===== src/rtl/keypad_pkg.sv =====
// ============================================================================
// Module      : keypad_pkg
// Description : Shared keypad constants and types for the debouncer and encoder.
// Revision    : 1.0 - initial release
// ============================================================================
`default_nettype none

package keypad_pkg;

    localparam int NUM_KEYS             = 14;
    localparam int SAMPLE_DIV_DEFAULT   = 100000;
    localparam int STABLE_COUNT_DEFAULT = 4;
    localparam int KEY_MODE_IDX         = 13;

    typedef logic [NUM_KEYS-1:0] keyvec_t;

endpackage

`default_nettype wire


===== src/rtl/debounce_cell.sv =====
// ============================================================================
// Module      : debounce_cell
// Description : Two-flop synchroniser plus tick-driven bounce filter for one key.
// Revision    : 1.0 - initial release
// ============================================================================
`default_nettype none

module debounce_cell #(
    parameter int STABLE_COUNT = 4
) (
    input  logic clk,
    input  logic n_rst,
    input  logic raw_i,
    input  logic tick_i,
    output logic level_o,
    output logic rise_o
);

    localparam int c_cnt_w = $clog2(STABLE_COUNT + 1);
    localparam logic [c_cnt_w-1:0] c_cnt_last = c_cnt_w'(STABLE_COUNT - 1);

    logic               r_sync1;
    logic               r_sync2;
    logic               r_level;
    logic [c_cnt_w-1:0] r_cnt;
    logic               w_differ;
    logic               w_accept;

    assign w_differ = r_sync2 ^ r_level;
    assign w_accept = tick_i & w_differ & (r_cnt == c_cnt_last);

    always_ff @(posedge clk or negedge n_rst) begin
        if (!n_rst) begin
            r_sync1 <= 1'b0;
            r_sync2 <= 1'b0;
            r_level <= 1'b0;
            r_cnt   <= '0;
        end else begin
            r_sync1 <= raw_i;
            r_sync2 <= r_sync1;
            // Any agreeing tick restarts the run of disagreeing samples.
            if (tick_i) begin
                if (!w_differ) begin
                    r_cnt <= '0;
                end else if (r_cnt == c_cnt_last) begin
                    r_level <= r_sync2;
                    r_cnt   <= '0;
                end else begin
                    r_cnt <= r_cnt + 1'b1;
                end
            end
        end
    end

    assign level_o = r_level;
    // Combinational: asserted in the cycle before level_o goes 0->1.
    assign rise_o  = w_accept & r_sync2;

endmodule

`default_nettype wire


===== src/rtl/keypad_debouncer.sv =====
// ============================================================================
// Module      : keypad_debouncer
// Description : Debounces the raw keypad pins and flags key presses.
// Revision    : 1.0 - initial release
// ============================================================================
`default_nettype none

module keypad_debouncer #(
    parameter int NUM_KEYS     = keypad_pkg::NUM_KEYS,
    parameter int SAMPLE_DIV   = keypad_pkg::SAMPLE_DIV_DEFAULT,
    parameter int STABLE_COUNT = keypad_pkg::STABLE_COUNT_DEFAULT
) (
    input  logic                clk,
    input  logic                n_rst,
    input  logic [NUM_KEYS-1:0] keypad_raw_i,
    output logic [NUM_KEYS-1:0] keypad_o,
    output logic                press_o,
    output logic                sample_tick_o
);

    import keypad_pkg::*;

    localparam int c_div_w = $clog2(SAMPLE_DIV);
    localparam logic [c_div_w-1:0] c_div_last = c_div_w'(SAMPLE_DIV - 1);

    logic [c_div_w-1:0]  r_div;
    logic                r_tick;
    logic                r_press;
    logic [NUM_KEYS-1:0] w_level;
    logic [NUM_KEYS-1:0] w_rise;

    // Tick is registered, so it first appears SAMPLE_DIV cycles after reset.
    always_ff @(posedge clk or negedge n_rst) begin
        if (!n_rst) begin
            r_div  <= '0;
            r_tick <= 1'b0;
        end else begin
            r_tick <= (r_div == c_div_last);
            if (r_div == c_div_last) begin
                r_div <= '0;
            end else begin
                r_div <= r_div + 1'b1;
            end
        end
    end

    generate
        for (genvar gi = 0; gi < NUM_KEYS; gi++) begin : g_cell
            debounce_cell #(
                .STABLE_COUNT (STABLE_COUNT)
            ) u_cell (
                .clk     (clk),
                .n_rst   (n_rst),
                .raw_i   (keypad_raw_i[gi]),
                .tick_i  (r_tick),
                .level_o (w_level[gi]),
                .rise_o  (w_rise[gi])
            );
        end
    endgenerate

    // One pulse per update, however many keys rise together.
    always_ff @(posedge clk or negedge n_rst) begin
        if (!n_rst) begin
            r_press <= 1'b0;
        end else begin
            r_press <= |w_rise;
        end
    end

    assign keypad_o      = w_level;
    assign press_o       = r_press;
    assign sample_tick_o = r_tick;

endmodule

`default_nettype wire


===== config.mk =====
export PLATFORM = sky130hd
export DESIGN_NAME = keypad_debouncer
export DESIGN_NICKNAME = d
export VERILOG_FILES = /design/src/rtl/keypad_pkg.sv /design/src/rtl/debounce_cell.sv /design/src/rtl/keypad_debouncer.sv
export SDC_FILE = /design/constraint.sdc
export NUM_CORES = 1
export LEC_CHECK = 0
export ABC_AREA = 1
export ABC_CLOCK_PERIOD_IN_PS = 2000
export CELL_PAD_IN_SITES_DETAIL_PLACEMENT = 1
export CELL_PAD_IN_SITES_GLOBAL_PLACEMENT = 1
export CORE_MARGIN = 3
export CORE_UTILIZATION = 47
export CTS_BUF_LIST = sky130_fd_sc_hd__clkbuf_2
export DETAILED_ROUTE_END_ITERATION = 10
export GPL_ROUTABILITY_DRIVEN = 0
export PLACE_DENSITY_LB_ADDON = 0.08
export SYNTH_ARGS = -nofsm -noshare
export SYNTH_HDL_FRONTEND = slang
export SYNTH_SLANG_ARGS = --single-unit

===== constraint.sdc =====
create_clock -name clk -period 2 [get_ports clk]
set_clock_uncertainty 0.1 [all_clocks]
set_input_delay 0.4 -clock clk [delete_from_list [all_inputs] [get_ports clk]]
set_output_delay 0.4 -clock clk [all_outputs]
set_load 0.02 [all_outputs]

==> run metrics <==
clock share of power 29.3%; area share of the largest cell type after synthesis 56.6%; worst min path class in -> reg; Skew-Pair Late Insertion Delay 0.57 ns; first-pass GRT wire length 15,100 µm; crit path capture keypad_o[9]; CTS Buf Count 9; period utilization 93.9%; fin cells 642; Congestion Overflow GR 0; Seq cells post-synth 103; Arrival @ worst endpoint 1.38 ns; slowest CP cell dfrtp_1; CP endpoint kind output port; min setup slack post-route 0.122 ns; worst reg2reg startpoint r_div[0]; Synth area leaders dfrtp_1, nand2_1, inv_1, xor2_1, ha_1; Die Span Y 104 µm; CP Buf/Inv Count 1; Setup CP Type reg -> out; WL final 8580 µm; initial antenna violation count 0; H-tree depth 3; post-synth design cell area 4550 µm²; Net Switching 0.000734 W; Root Buffer clkbuf_2; final setup fails 0; Ports 32; Avg Inst Size Synth 9.41 µm²; Site Rows 35; P&R area growth vs syn 10.9%; CP Cell Sequence dlygate4sd2_1; final antenna-violating net count 0; TNS Setup 0 ns; fin area 5050 µm²; sw frac 23.2%; Max IR drop VDD 0.000656 V; worst-case reg-to-reg path depth 5; largest stage delay on the critical path 0.45 ns; final hold violations 0; hpwl dp 6030 µm; synth warn 0; Seq/Total Area, Yosys 56.6%; Detailed Route Iter0 Violations 79; most common cell after layout, fill and taps aside dfrtp_1; die width 104 µm; number of global-route vias before repair 3,284; total iterations of the first detailed-routing run 4; CP max FO 3; P_leak 2.68 nW; vias per inst 4.86; vias 3,118; crit path launch g_cell[9].u_cell.level_o; total die area 10,900 µm²; area leader, netlist dfrtp_1; DRC errors left 0; Nets 541; hold_ws 0.116 ns; GRT Util Overall 17.1%; Cell Int Power 0.00242 W; placed cell areas 4940 µm²; Max Freq 533 MHz; worst reg-to-reg setup slack 0.41 ns; Max Slew Vio Count 0; # Max-Cap Violations 0; critical path startpoint category flip-flop; critical hold path startpoint keypad_raw_i[3]; Sink Count 103; Comb power frac 3.1%; DP Cell Count 624; Pwr Density 626 nW/µm²; reg-to-reg endpoint r_div[10]; starting density of the core 48.8%; Synthesized Nets 515; clk buf depth 2; layout cell share with drive strength beyond 1 6.24%; Tightest Pin Transition 0.476 ns; largest net degree at the start of global routing 85; clock-pin slew on the worst setup and hold paths 0.27 ns; kind of cell adding the most delay to the critical path flip-flops; port bufs 31; Data required, critical path 1.50 ns; Max-slew headroom 68.0%; commonest cells after routing, fill and taps aside dfrtp_1, nand2_1, inv_1; status completed; Core ar. 9330 µm²; dpl ws 0.404 ns; routed len/inst 13.4 µm; Ant. Diodes 0; CP Depth 1; CTS tree done; share of total power in sequential cells 67.5%; synthesized instance count 484; post-synth cell types 27; Final min period 1.88 ns
## power by group through the flow
stage	clock [W]	combinational [W]	sequential, W
after CTS	0.000974	0.000104	0.00213
after global routing	0.00108	0.000115	0.00214
after global placement	0	0.000100	0.00217
final	0.000926	0.0000988	0.00213
after floorplan	0	0.0000163	0.00216
after detailed placement	0	0.000102	0.00217
## cell usage after synthesis
cell,instances
a21boi_0,14
a21oi_1,11
a21oi_2,1
a31oi_1,1
and3_1,1
buf_1,1
buf_2,5
buf_4,14
clkbuf_1,3
dfrtp_1,103
ha_1,15
inv_1,72
nand2_1,94
nand2_2,4
nand3_1,14
nand3_2,1
nand4_1,17
nor2_1,48
nor2_2,2
nor2_4,2
nor3_1,3
nor3_2,1
o21ai_0,27
o21bai_1,1
o22ai_1,4
xnor2_1,2
xor2_1,23
## logic make-up after synthesis
kind of cell | share of synthesized area, %
AOI/OAI and AO/OA | 7.53
adders and majority gates | 4.12
DFF | 56.6
and+or+nand+nor | 17.8
xor gates and xnor gates | 4.81
buffers and inverters | 9.12
## metrics by stage
step                total power, W  utilization, %
floorplan                  0.00218               -
global placement           0.00227            52.9
detailed placement         0.00227            52.9
CTS                        0.00321            54.0
global route               0.00333            54.1
finish                     0.00316            54.1
## cell type report
cell class                      instances  area (µm²)
Fill cell                            1105        4280
Sequential cell                       103        2580
Multi-Input combinational cell        286        1560
Timing Repair Buffer                   38         380
Inverter                               72         270
Tap cell                              129         161
Clock inverter                          5        51.3
Clock buffer                            9        45.0
## registers in the layout, summed over array words and instances (netlist names)
| signal | count |
|---|---|
| g_cell.u_cell.level_o | 14 |
| g_cell.u_cell.r_cnt | 42 |
| g_cell.u_cell.r_sync1 | 14 |
| g_cell.u_cell.r_sync2 | 14 |
| press_o | 1 |
| r_div | 17 |
| sample_tick_o | 1 |
## worst min-delay path by stage
stage                                      endpoint  depth (start not counted)  slack [ns]
final                      g_cell[3].u_cell.r_sync1                          1        0.12
after global routing       g_cell[0].u_cell.r_sync1                          1        0.04
after CTS                  g_cell[3].u_cell.r_sync1                          1        0.07
after detailed placement   g_cell[7].u_cell.r_sync2                          0        0.24
after global placement    g_cell[13].u_cell.r_sync2                          0        0.23
after floorplan            g_cell[0].u_cell.level_o                          0       0.004
## timing repair
action                                  in CTS  in global routing
setup buffers                                1                  2
hold buffers                                 1                  0
endpoints found under the setup margin      16                  2
endpoints found under the hold margin       84                  0
resized for setup                           16                  0
## per-layer routing
metal  vias up  global-route usage, %  part of all wire [%]
li1       1554                      -                     -
met1      1518                   22.0                    46
met2        35                   28.7                    50
met3        11                   4.03                   2.8
met4         0                   5.13                   1.5
met5         -                      0                     0
Note: power is estimated with default switching activity, not from simulation.
